<file path="src/rtl/pcm_pwm_player.sv">
// PCM-to-PWM playback stage: fetches one sample per REPEAT PWM periods from the capture buffer.
// Define PCM_SIGNED_EN to treat fifo_data as two's complement (MSB inverted on capture).
//
// state   | meaning
// IDLE    | staging empty, waiting for enable and a non-empty buffer
// READ    | fifo_rd strobe cycle
// CAPTURE | read data valid, written into the staging register
// FULL    | staged word waits for the next sample boundary
module pcm_pwm_player #(
  parameter int DATA_W = 8,
  parameter int REPEAT = 4
) (
  input  logic              clk,
  input  logic              reset,
  input  logic              en,
  input  logic              fifo_empty,
  input  logic [DATA_W-1:0] fifo_data,
  output logic              fifo_rd,
  output logic              audio_pwm,
  output logic              audio_sd,
  output logic              underrun
);

  localparam logic [DATA_W-1:0] CNT_MAX  = '1;
  localparam logic [DATA_W-1:0] MID      = {1'b1, {(DATA_W-1){1'b0}}};
  localparam logic [7:0]        REP_LAST = 8'(REPEAT - 1);

  typedef enum logic [1:0] {IDLE, READ, CAPTURE, FULL} state_t;

  state_t            state, state_nxt;
  logic [DATA_W-1:0] cnt;
  logic [DATA_W-1:0] duty;
  logic [DATA_W-1:0] stage;
  logic [DATA_W-1:0] cap_word;
  logic [7:0]        rep;
  logic              stage_valid;
  logic              drop;
  logic              period_end;
  logic              sample_end;

  assign period_end = (cnt == CNT_MAX);
  assign sample_end = en && period_end && (rep == REP_LAST);

`ifdef PCM_SIGNED_EN
  assign cap_word = fifo_data ^ MID;
`else
  assign cap_word = fifo_data;
`endif

  always_ff @(posedge clk or negedge reset) begin
    if (!reset) state <= IDLE;
    else        state <= state_nxt;
  end

  always_comb begin
    state_nxt = state;
    fifo_rd   = 1'b0;
    case (state)
      IDLE:    if (en && !fifo_empty && !stage_valid) state_nxt = READ;
      READ: begin
        fifo_rd   = 1'b1;
        state_nxt = CAPTURE;
      end
      // a bus cycle started before en dropped still completes, but its word is discarded
      CAPTURE: state_nxt = (en && !drop) ? FULL : IDLE;
      FULL:    if (!en || sample_end) state_nxt = IDLE;
      default: state_nxt = IDLE;
    endcase
  end

  always_ff @(posedge clk or negedge reset) begin
    if (!reset) begin
      cnt         <= '0;
      rep         <= '0;
      duty        <= MID;
      stage       <= '0;
      stage_valid <= 1'b0;
      drop        <= 1'b0;
      underrun    <= 1'b0;
      audio_pwm   <= 1'b0;
      audio_sd    <= 1'b0;
    end else begin
      audio_sd  <= en;
      audio_pwm <= en && (cnt < duty);
      if (state == READ) drop <= !en;
      if (!en) begin
        cnt         <= '0;
        rep         <= '0;
        duty        <= MID;
        stage_valid <= 1'b0;
        underrun    <= 1'b0;
      end else begin
        cnt <= cnt + 1'b1;
        if (period_end) rep <= (rep == REP_LAST) ? 8'd0 : rep + 8'd1;
        if (sample_end) begin
          if (stage_valid) begin
            duty        <= stage;
            stage_valid <= 1'b0;
          end else begin
            underrun    <= 1'b1;
          end
        end
        // a capture coinciding with a sample boundary is staged for the following one
        if (state == CAPTURE && !drop) begin
          stage       <= cap_word;
          stage_valid <= 1'b1;
        end
      end
    end
  end

endmodule

</file>
<file path="config.mk">
export PLATFORM = sky130hd
export DESIGN_NAME = pcm_pwm_player
export DESIGN_NICKNAME = d
export VERILOG_FILES = /design/src/rtl/pcm_pwm_player.sv
export SDC_FILE = /design/constraint.sdc
export NUM_CORES = 1
export LEC_CHECK = 0
export ABC_CLOCK_PERIOD_IN_PS = 2900
export BUFFER_PORTS_ARGS = -buffer_cell sky130_fd_sc_hd__buf_2
export CAP_MARGIN = 15
export CORE_ASPECT_RATIO = 1.2
export CORE_MARGIN = 2
export CORE_UTILIZATION = 61
export CTS_CLUSTER_SIZE = 8
export DETAILED_ROUTE_END_ITERATION = 7
export PLACE_DENSITY = 0.82
export SETUP_SLACK_MARGIN = 0.3
export SYNTH_ARGS = -nofsm -noshare
export SYNTH_HDL_FRONTEND = slang
export SYNTH_SLANG_ARGS = --single-unit
</file>
<file path="constraint.sdc">
create_clock -name clk -period 2.9 [get_ports clk]
set_input_delay 0.58 -clock clk [delete_from_list [all_inputs] [get_ports clk]]
set_output_delay 0.58 -clock clk [all_outputs]
set_load 0.02 [all_outputs]
</file>
* After elaboration in Yosys (flattened, before gate mapping) *
Cells that the tools add are included.

storage, ports and cells
  register bits = 39
  input port bits = 12
  output and inout bits = 4
  word-level logic and storage cells = 60

operators by class
  add/sub/neg operators = 2
  $lt $le $gt $ge = 1
  eq/ne operators = 12
  muxes and demuxes = 18
  reduce and logical (&&, ||, !) cells = 17

operators by type and width
  cell                                            count
  2-to-1 mux 8 bit                                7
  adder 8 x 1 -> 8 bit (second input constant)    2
  == test 8 x 2 -> 1 bit (second input constant)  1
  == test 8 bit (second input constant)           1
  less-than comparator 8 bit                      1
  one-hot mux 2 bit (4 select lines)              1
  AND reduction 2 bit                             4
  logical AND 1 bit                               7
  2-to-1 mux 1 bit                                7
  2-to-1 mux 2 bit                                3
  != test 2 x 1 -> 1 bit (second input constant)  3
  != test 2 bit (second input constant)           3
  == test 2 bit (second input constant)           2
  zero test 1 bit                                 4
  != test 3 x 1 -> 1 bit (second input constant)  1
  == test 2 x 1 -> 1 bit (second input constant)  1
  zero test 2 bit                                 1
  logical OR 1 bit                                1

* Longest topological paths before layout *
Gate-level depths: netlist (run 1).

  depth after elaboration = 6
  depth in mapped cells = 6
  gate-level depth less buffers = 6

* Least setup slack after synthesis (run 1) *
Ideal clock, no wire load.

  path type = flip-flop to flip-flop
  start point = register cnt[0]
  end point = register rep[6]
  library setup time = 0.078 ns
  arrival = 1.607 ns
  required time = 2.822 ns
  setup slack = 1.215 ns
  cell stages (with the launch flop) = 7
  path buffers = 1
  cell sequence = dfrtp_1 -> ha_1 -> and3_2 -> buf_4 -> a21boi_4 -> or4_1 -> a21oi_1

on the way
  longest elaborated chain between the ends = 2

ends and longest elaborated chain
  what                              line  text
  start: declaration                31    logic [DATA_W-1:0] cnt;
  start signal: assignment          93    cnt <= cnt + 1'b1;
  == test 8 bit                     41    assign period_end = (cnt == CNT_MAX);
  != test 2 x 1 -> 1 bit (no line)  --
  end signal: assignment            94    if (period_end) rep <= (rep == REP_LAST) ? 8'd0 : rep + 8'd1;
  end: declaration                  35    logic [7:0] rep;

No other way between the ends.
A chain may end at the register's enable or synchronous reset.

* Final worst setup path (run 1) *
  start point = register cnt[0]
  end point = register duty[1]

on the way
  longest elaborated chain between the ends = 5

ends and longest elaborated chain
  what                              line  text
  == test 8 bit                     41
  logical AND 1 bit (2 in a row)    42    assign sample_end = en && period_end && (rep == REP_LAST);
  != test 2 x 1 -> 1 bit (no line)  --
  AND reduction 2 bit (no line)     --
  end signal: assignment            97    duty <= stage;
  end: declaration                  32    logic [DATA_W-1:0] duty;

No other way between the ends.

==> flow_metrics.env, run 1 <==
export IMPL_antenna_found_initial=0
export IMPL_fmax_mhz=515
export IMPL_cts_inserted_buffers=5
export IMPL_tns_ns=0
export IMPL_crit_path_max_fanout=8
export IMPL_diodes=0
export IMPL_cp_arrival_ns=2.20
export IMPL_synth_top_family_by_area="simple AND/OR/NAND/NOR gates"
export IMPL_port_buffers=15
export IMPL_cts_clk_slew_worst_paths_ns=0.13
export IMPL_clkLatencyLatePin_ns=0.34
export IMPL_rsz0062_at_grt="false"
export IMPL_dieArea_um2=3670
export IMPL_synthXorXnorAreaFrac=0.0403
export IMPL_layout_common_cells="38 x dfrtp_1, 23 x nand2_1, 15 x buf_2"
export IMPL_grt_pass1_vias=1426
export IMPL_areaGrowthSynthToFinish_pct=8.51
export IMPL_routed_via_count=1345
export IMPL_dr_first_iter_drc_count=58
export IMPL_ys_flop_type="dfrtp_1"
export IMPL_max_cap_violations=0
export IMPL_avgSynthCellArea_um2=10.9
export IMPL_core_um2=3060
export IMPL_cts_hold_buf=0
export IMPL_crit_type="reg -> reg"
export IMPL_final_layout_size_suffix_gt1_frac=0.193
export IMPL_worst_slew_pin_slew_ns=0.846
export IMPL_final_common_cell="dfrtp_1"
export IMPL_post_cts_setup_buffers=0
export IMPL_endpoint_kind="flip-flop"
export IMPL_synthAdderAreaFrac=0.0576
export IMPL_ys_ff_latch=39
export IMPL_finalCritPeriodShare=0.669
export IMPL_final_core_util=0.694
export IMPL_fillers=229
export IMPL_htreeDepth=2
export IMPL_ir_worst_vdd_uv=505
export IMPL_dpl_hpwl_um=2420
export IMPL_syn_inst=180
export IMPL_grt_max_degree=40
export IMPL_routed_via_density=5.77
export IMPL_layout_nets=217
export IMPL_drc=0
export IMPL_yosysWarningCount=0
export IMPL_cts_tree="done"
export IMPL_grt_use_total=0.212
export IMPL_hold_viol_final=0
export IMPL_p_leak_nw=0.995
export IMPL_grt_pass1_wl_um=6040
export IMPL_cts_sinks=39
export IMPL_p_per_area_nw_per_um2=576
export IMPL_rows=22
export IMPL_timing_final_crit_period_ns=1.94
export IMPL_synth_edf_count=0
export IMPL_drtPass1Iterations=6
export IMPL_r2r_slack_ns=0.96
export IMPL_syn_nets=201
export IMPL_die_w_um=55.7
export IMPL_worstSetupStartpointType="flip-flop"
export IMPL_gp_congestion=0.809
export IMPL_root_buffer="clkbuf_4"
export IMPL_syn_area_um2=1950
export IMPL_drt_wl_total_um=3310
export IMPL_drtAntennaViolNets=0
export IMPL_cts_resized=0
export IMPL_initial_utilization=0.640
export IMPL_overflow=0
export IMPL_boundaryPins=16
export IMPL_post_synth_num_cell_types=41
export IMPL_synth_seq_area_share=0.500
export IMPL_cp_required_ns=3.16
export IMPL_min_path_type="in -> async"
export IMPL_status="complete, no violations"
export IMPL_die_h_um=66.0
export IMPL_muxShareOfSynthArea=0.0864
export IMPL_cts_buffer_depth=2
export IMPL_final_setup_viol_count=0
export IMPL_fin_skew_ns=0.0180
export IMPL_async_flop_share=1.00
export IMPL_synth_compound_area_frac=0.0800
export IMPL_synthSimpleGateAreaFrac=0.197
export IMPL_relSlewSlack=0.436
export IMPL_slew_viol_final=0
export IMPL_wire_per_inst_um=14.2
[power breakdown]
part           total [mW]  internal [mW]  switching (mW)
combinational       0.186         0.0942          0.0915
clock               0.360          0.181           0.179
sequential          0.676          0.625          0.0510
total                1.22          0.900           0.321
[sequential cells by signal, summed over array words and instances, names as in the netlist]
name / count
duty: 8
stage_valid: 1
drop: 1
state: 2
underrun: 1
rep: 8
cnt: 8
audio_sd: 1
stage: 8
audio_pwm: 1
[path summary, 6_finish.rpt]
path	start	cells past startpoint	end
worst max register to register	cnt[0]	5	duty[1]
worst min register to register	underrun	1	underrun
min in group clk	fifo_data[7]	3	stage[7]
max in group asynchronous	reset	1	cnt[0]
worst min-delay path	reset	1	rep[7]
worst max-delay path	cnt[0]	5	duty[1]
[area by class of cell]
type	instances	area, µm²	share of cell area
multi-input cells	124	901	0.425
well taps	36	45.0	0.0212
clock inverters	3	43.8	0.0206
clock buffers	5	37.5	0.0177
flip-flops and latches	39	977	0.461
repair buffers	15	75.1	0.0354
inverters	11	41.3	0.0195
[layer usage]
layer	track usage	wire length, µm
met1	0.238	1400
met2	0.381	1730
met3	0.0489	116
met4	0.0976	66
met5	0	0
[per-stage QoR]
stage / hold slack (ns) / power (mW) / instances / instance area (µm²) / setup slack [ns]
after CTS: 0.359 / 1.23 / 233 / 2120 / 0.962
after global placement: 0.473 / 0.859 / 225 / 2040 / 0.936
final: 0.323 / 1.22 / 233 / 2120 / 0.958
after detailed placement: 0.489 / 0.876 / 225 / 2040 / 0.896
after global routing: 0.385 / 1.29 / 233 / 2120 / 0.817
after floorplan: 0.284 / 0.815 / 180 / 1950 / 1.22
[critical path, stage by stage, from the launching register on]
cell and delay, ns:
dfrtp_1 0.45, ha_1 0.27, and3_2 0.32, nand2_4 0.11, nor3_4 0.45, mux2i_1 0.26
[logic make-up after synthesis]
logic type	after synthesis
flops	39
buf+inv	17
mux	16
compound gates	23
fa+ha+maj	9
xor+xnor	9
simple gates	67
[Yosys cell counts (all sizes together) (2+ instances only)]
cell    number  share of area
mux2i        9          0.046
and3         4          0.014
a21oi        6          0.015
inv         11          0.021
nand2       24          0.050
nand4        3         0.0096
and2        10          0.032
o31ai        3          0.012
or4          4          0.015
buf          3          0.012
a21boi       3          0.017
ha           9          0.058
nor2b        4          0.013
nor3         3          0.013
mux2         7          0.040
clkbuf       3         0.0058
nor2         3         0.0058
a31oi        2         0.0064
nand3        7          0.020
o21ai        4          0.010
xnor2        7          0.031
o211ai       2         0.0077
xor2         2         0.0090
dfrtp       38           0.49
Power figures use the tool's default switching activity.
==> inputs of run 2 (changes only) <==
--- a/config.mk
+++ b/config.mk
@@ -5,15 +5,15 @@
 export SDC_FILE = /design/constraint.sdc
 export NUM_CORES = 1
 export LEC_CHECK = 0
-export ABC_CLOCK_PERIOD_IN_PS = 2900
+export ABC_CLOCK_PERIOD_IN_PS = 1890
 export BUFFER_PORTS_ARGS = -buffer_cell sky130_fd_sc_hd__buf_2
 export CAP_MARGIN = 15
 export CORE_ASPECT_RATIO = 1.2
 export CORE_MARGIN = 2
-export CORE_UTILIZATION = 61
+export CORE_UTILIZATION = 58
 export CTS_CLUSTER_SIZE = 8
 export DETAILED_ROUTE_END_ITERATION = 7
-export PLACE_DENSITY = 0.82
+export PLACE_DENSITY = 0.79
 export SETUP_SLACK_MARGIN = 0.3
 export SYNTH_ARGS = -nofsm -noshare
 export SYNTH_HDL_FRONTEND = slang
==> constraint.sdc (replaced) <==
create_clock -name clk -period 1.89 [get_ports clk]
set_input_delay 0.378 -clock clk [delete_from_list [all_inputs] [get_ports clk]]
set_output_delay 0.378 -clock clk [all_outputs]
set_load 0.02 [all_outputs]
==> flow_metrics.env, run 2 (synthesis results as in run 1) <==
export IMPL_fin_skew_ns=0.00826
export IMPL_overflow=0
export IMPL_timing_final_crit_period_ns=1.59
export IMPL_drt_wl_total_um=3750
export IMPL_die_w_um=57.0
export IMPL_endpoint_kind="flip-flop"
export IMPL_dr_first_iter_drc_count=33
export IMPL_routed_via_density=5.66
export IMPL_cp_required_ns=2.10
export IMPL_fmax_mhz=630
export IMPL_p_per_area_nw_per_um2=820
export IMPL_cp_arrival_ns=1.80
export IMPL_rsz0062_at_grt="true"
export IMPL_crit_type="reg -> reg"
export IMPL_final_layout_size_suffix_gt1_frac=0.290
export IMPL_cts_inserted_buffers=5
export IMPL_setup_slack_ns=0.303
export IMPL_placed_cells=230
export IMPL_port_buffers=15
export IMPL_cts_sinks=39
export IMPL_grt_pass1_wl_um=6450
export IMPL_min_path_type="in -> async"
export IMPL_worstSetupStartpointType="flip-flop"
export IMPL_worst_slew_pin_slew_ns=0.452
export IMPL_layout_nets=230
export IMPL_areaGrowthSynthToFinish_pct=17.3
export IMPL_place_ws_ns=0.175
export IMPL_relSlewSlack=0.698
export IMPL_diodes=0
export IMPL_dieArea_um2=3850
export IMPL_cts_clk_slew_worst_paths_ns=0.08
export IMPL_tns_ns=0
export IMPL_finalCritPeriodShare=0.840
export IMPL_status="complete, no violations"
export IMPL_rows=23
export IMPL_cts_buffer_depth=2
export IMPL_layout_common_cells="35 x dfrtp_1, 23 x nand2_1, 15 x buf_2"
export IMPL_final_common_cell="dfrtp_1"
export IMPL_antenna_found_initial=0
export IMPL_boundaryPins=16
export IMPL_drc=0
export IMPL_max_cap_violations=0
export IMPL_p_leak_nw=1.06
export IMPL_wire_per_inst_um=15.2
export IMPL_ir_worst_vdd_uv=751
export IMPL_final_core_util=0.699
export IMPL_clkLatencyLatePin_ns=0.28
export IMPL_grt_use_total=0.221
export IMPL_dpl_hpwl_um=2520
export IMPL_drtPass1Iterations=4
export IMPL_htreeDepth=2
export IMPL_crit_path_max_fanout=4
export IMPL_final_setup_viol_count=0
export IMPL_slew_viol_final=0
export IMPL_routed_via_count=1399
export IMPL_initial_utilization=0.596
export IMPL_grt_max_degree=30
export IMPL_root_buffer="clkbuf_8"
export IMPL_drtAntennaViolNets=0
export IMPL_grt_pass1_vias=1463
export IMPL_hold_viol_final=0
export IMPL_die_h_um=67.6
export IMPL_layout_cells_non_filler=247
export IMPL_cts_tree="done"
export IMPL_gp_congestion=0.833
export IMPL_core_um2=3280
[run 2: cell count changes in the layout (fill, tap and decap cells not counted), sizes merged]
cell / delta
buf: +13
clkbuf: +1
clkinv: -1
clkinvlp: +1
bufinv: -1
[run 2: metal layers]
metal	wire length, µm	up-vias	GRT usage
met5	0	-	0
met3	108	12	0.0556
met1	1570	681	0.257
met4	75	0	0.0959
met2	2000	27	0.389
li1	-	679	-
[run 2: final timing paths]
| check | start | endpoint | slack (ns) | cells after the start |
|---|---|---|---|---|
| worst max register to register | rep[3] | duty[7] | 0.30 | 4 |
| max in group asynchronous | reset | duty[7] | 1.32 | 2 |
| min in group clk | en | audio_sd | 0.29 | 1 |
| worst max-delay path | rep[3] | duty[7] | 0.30 | 4 |
| worst min-delay path | reset | rep[1] | 0.03 | 1 |
| worst min register to register | underrun | underrun | 0.50 | 1 |
[run 2: layout make-up]
cell class	count	area [µm²]
Fill cell	239	988
Sequential cell	39	981
Multi-Input combinational cell	124	950
Timing Repair Buffer	28	189
Clock buffer	6	72.6
Tap cell	37	46.3
Inverter	11	41.3
Clock inverter	2	12.5
[run 2: through the flow]
stage | cell area [µm²] | hold WS [ns] | total power [mW]
final | 2290 | 0.0343 | 1.88
after detailed placement | 2090 | 0.354 | 1.35
after global placement | 2090 | 0.344 | 1.33
after CTS | 2240 | 0.0487 | 1.89
after global routing | 2290 | 0.0550 | 1.99
after floorplan | 1960 | 0.0824 | 1.25
[run 2: report_power, final]
part	internal (mW)	switching [mW]	total, mW	leakage [nW]
clock network	0.258	0.278	0.536	0.0412
logic	0.159	0.150	0.309	0.510
registers	0.960	0.0751	1.04	0.511
total	1.38	0.503	1.88	1.06
[run 2: critical path: stages, from the launching register on]
cell and delay [ns]:
dfrtp_2 0.44, nor4_4 0.32, nand3_2 0.20, or4_1 0.45, o211ai_1 0.11
[run 2: what timing repair did]
item                       in CTS  in global routing
hold endpoints to repair        0                  0
hold buffers                    0                  0
pin swaps                       1                  4
setup endpoints to repair      14                 24
gates resized for setup         5                 10
setup buffers                   6                  3
gates cloned                    0                  0
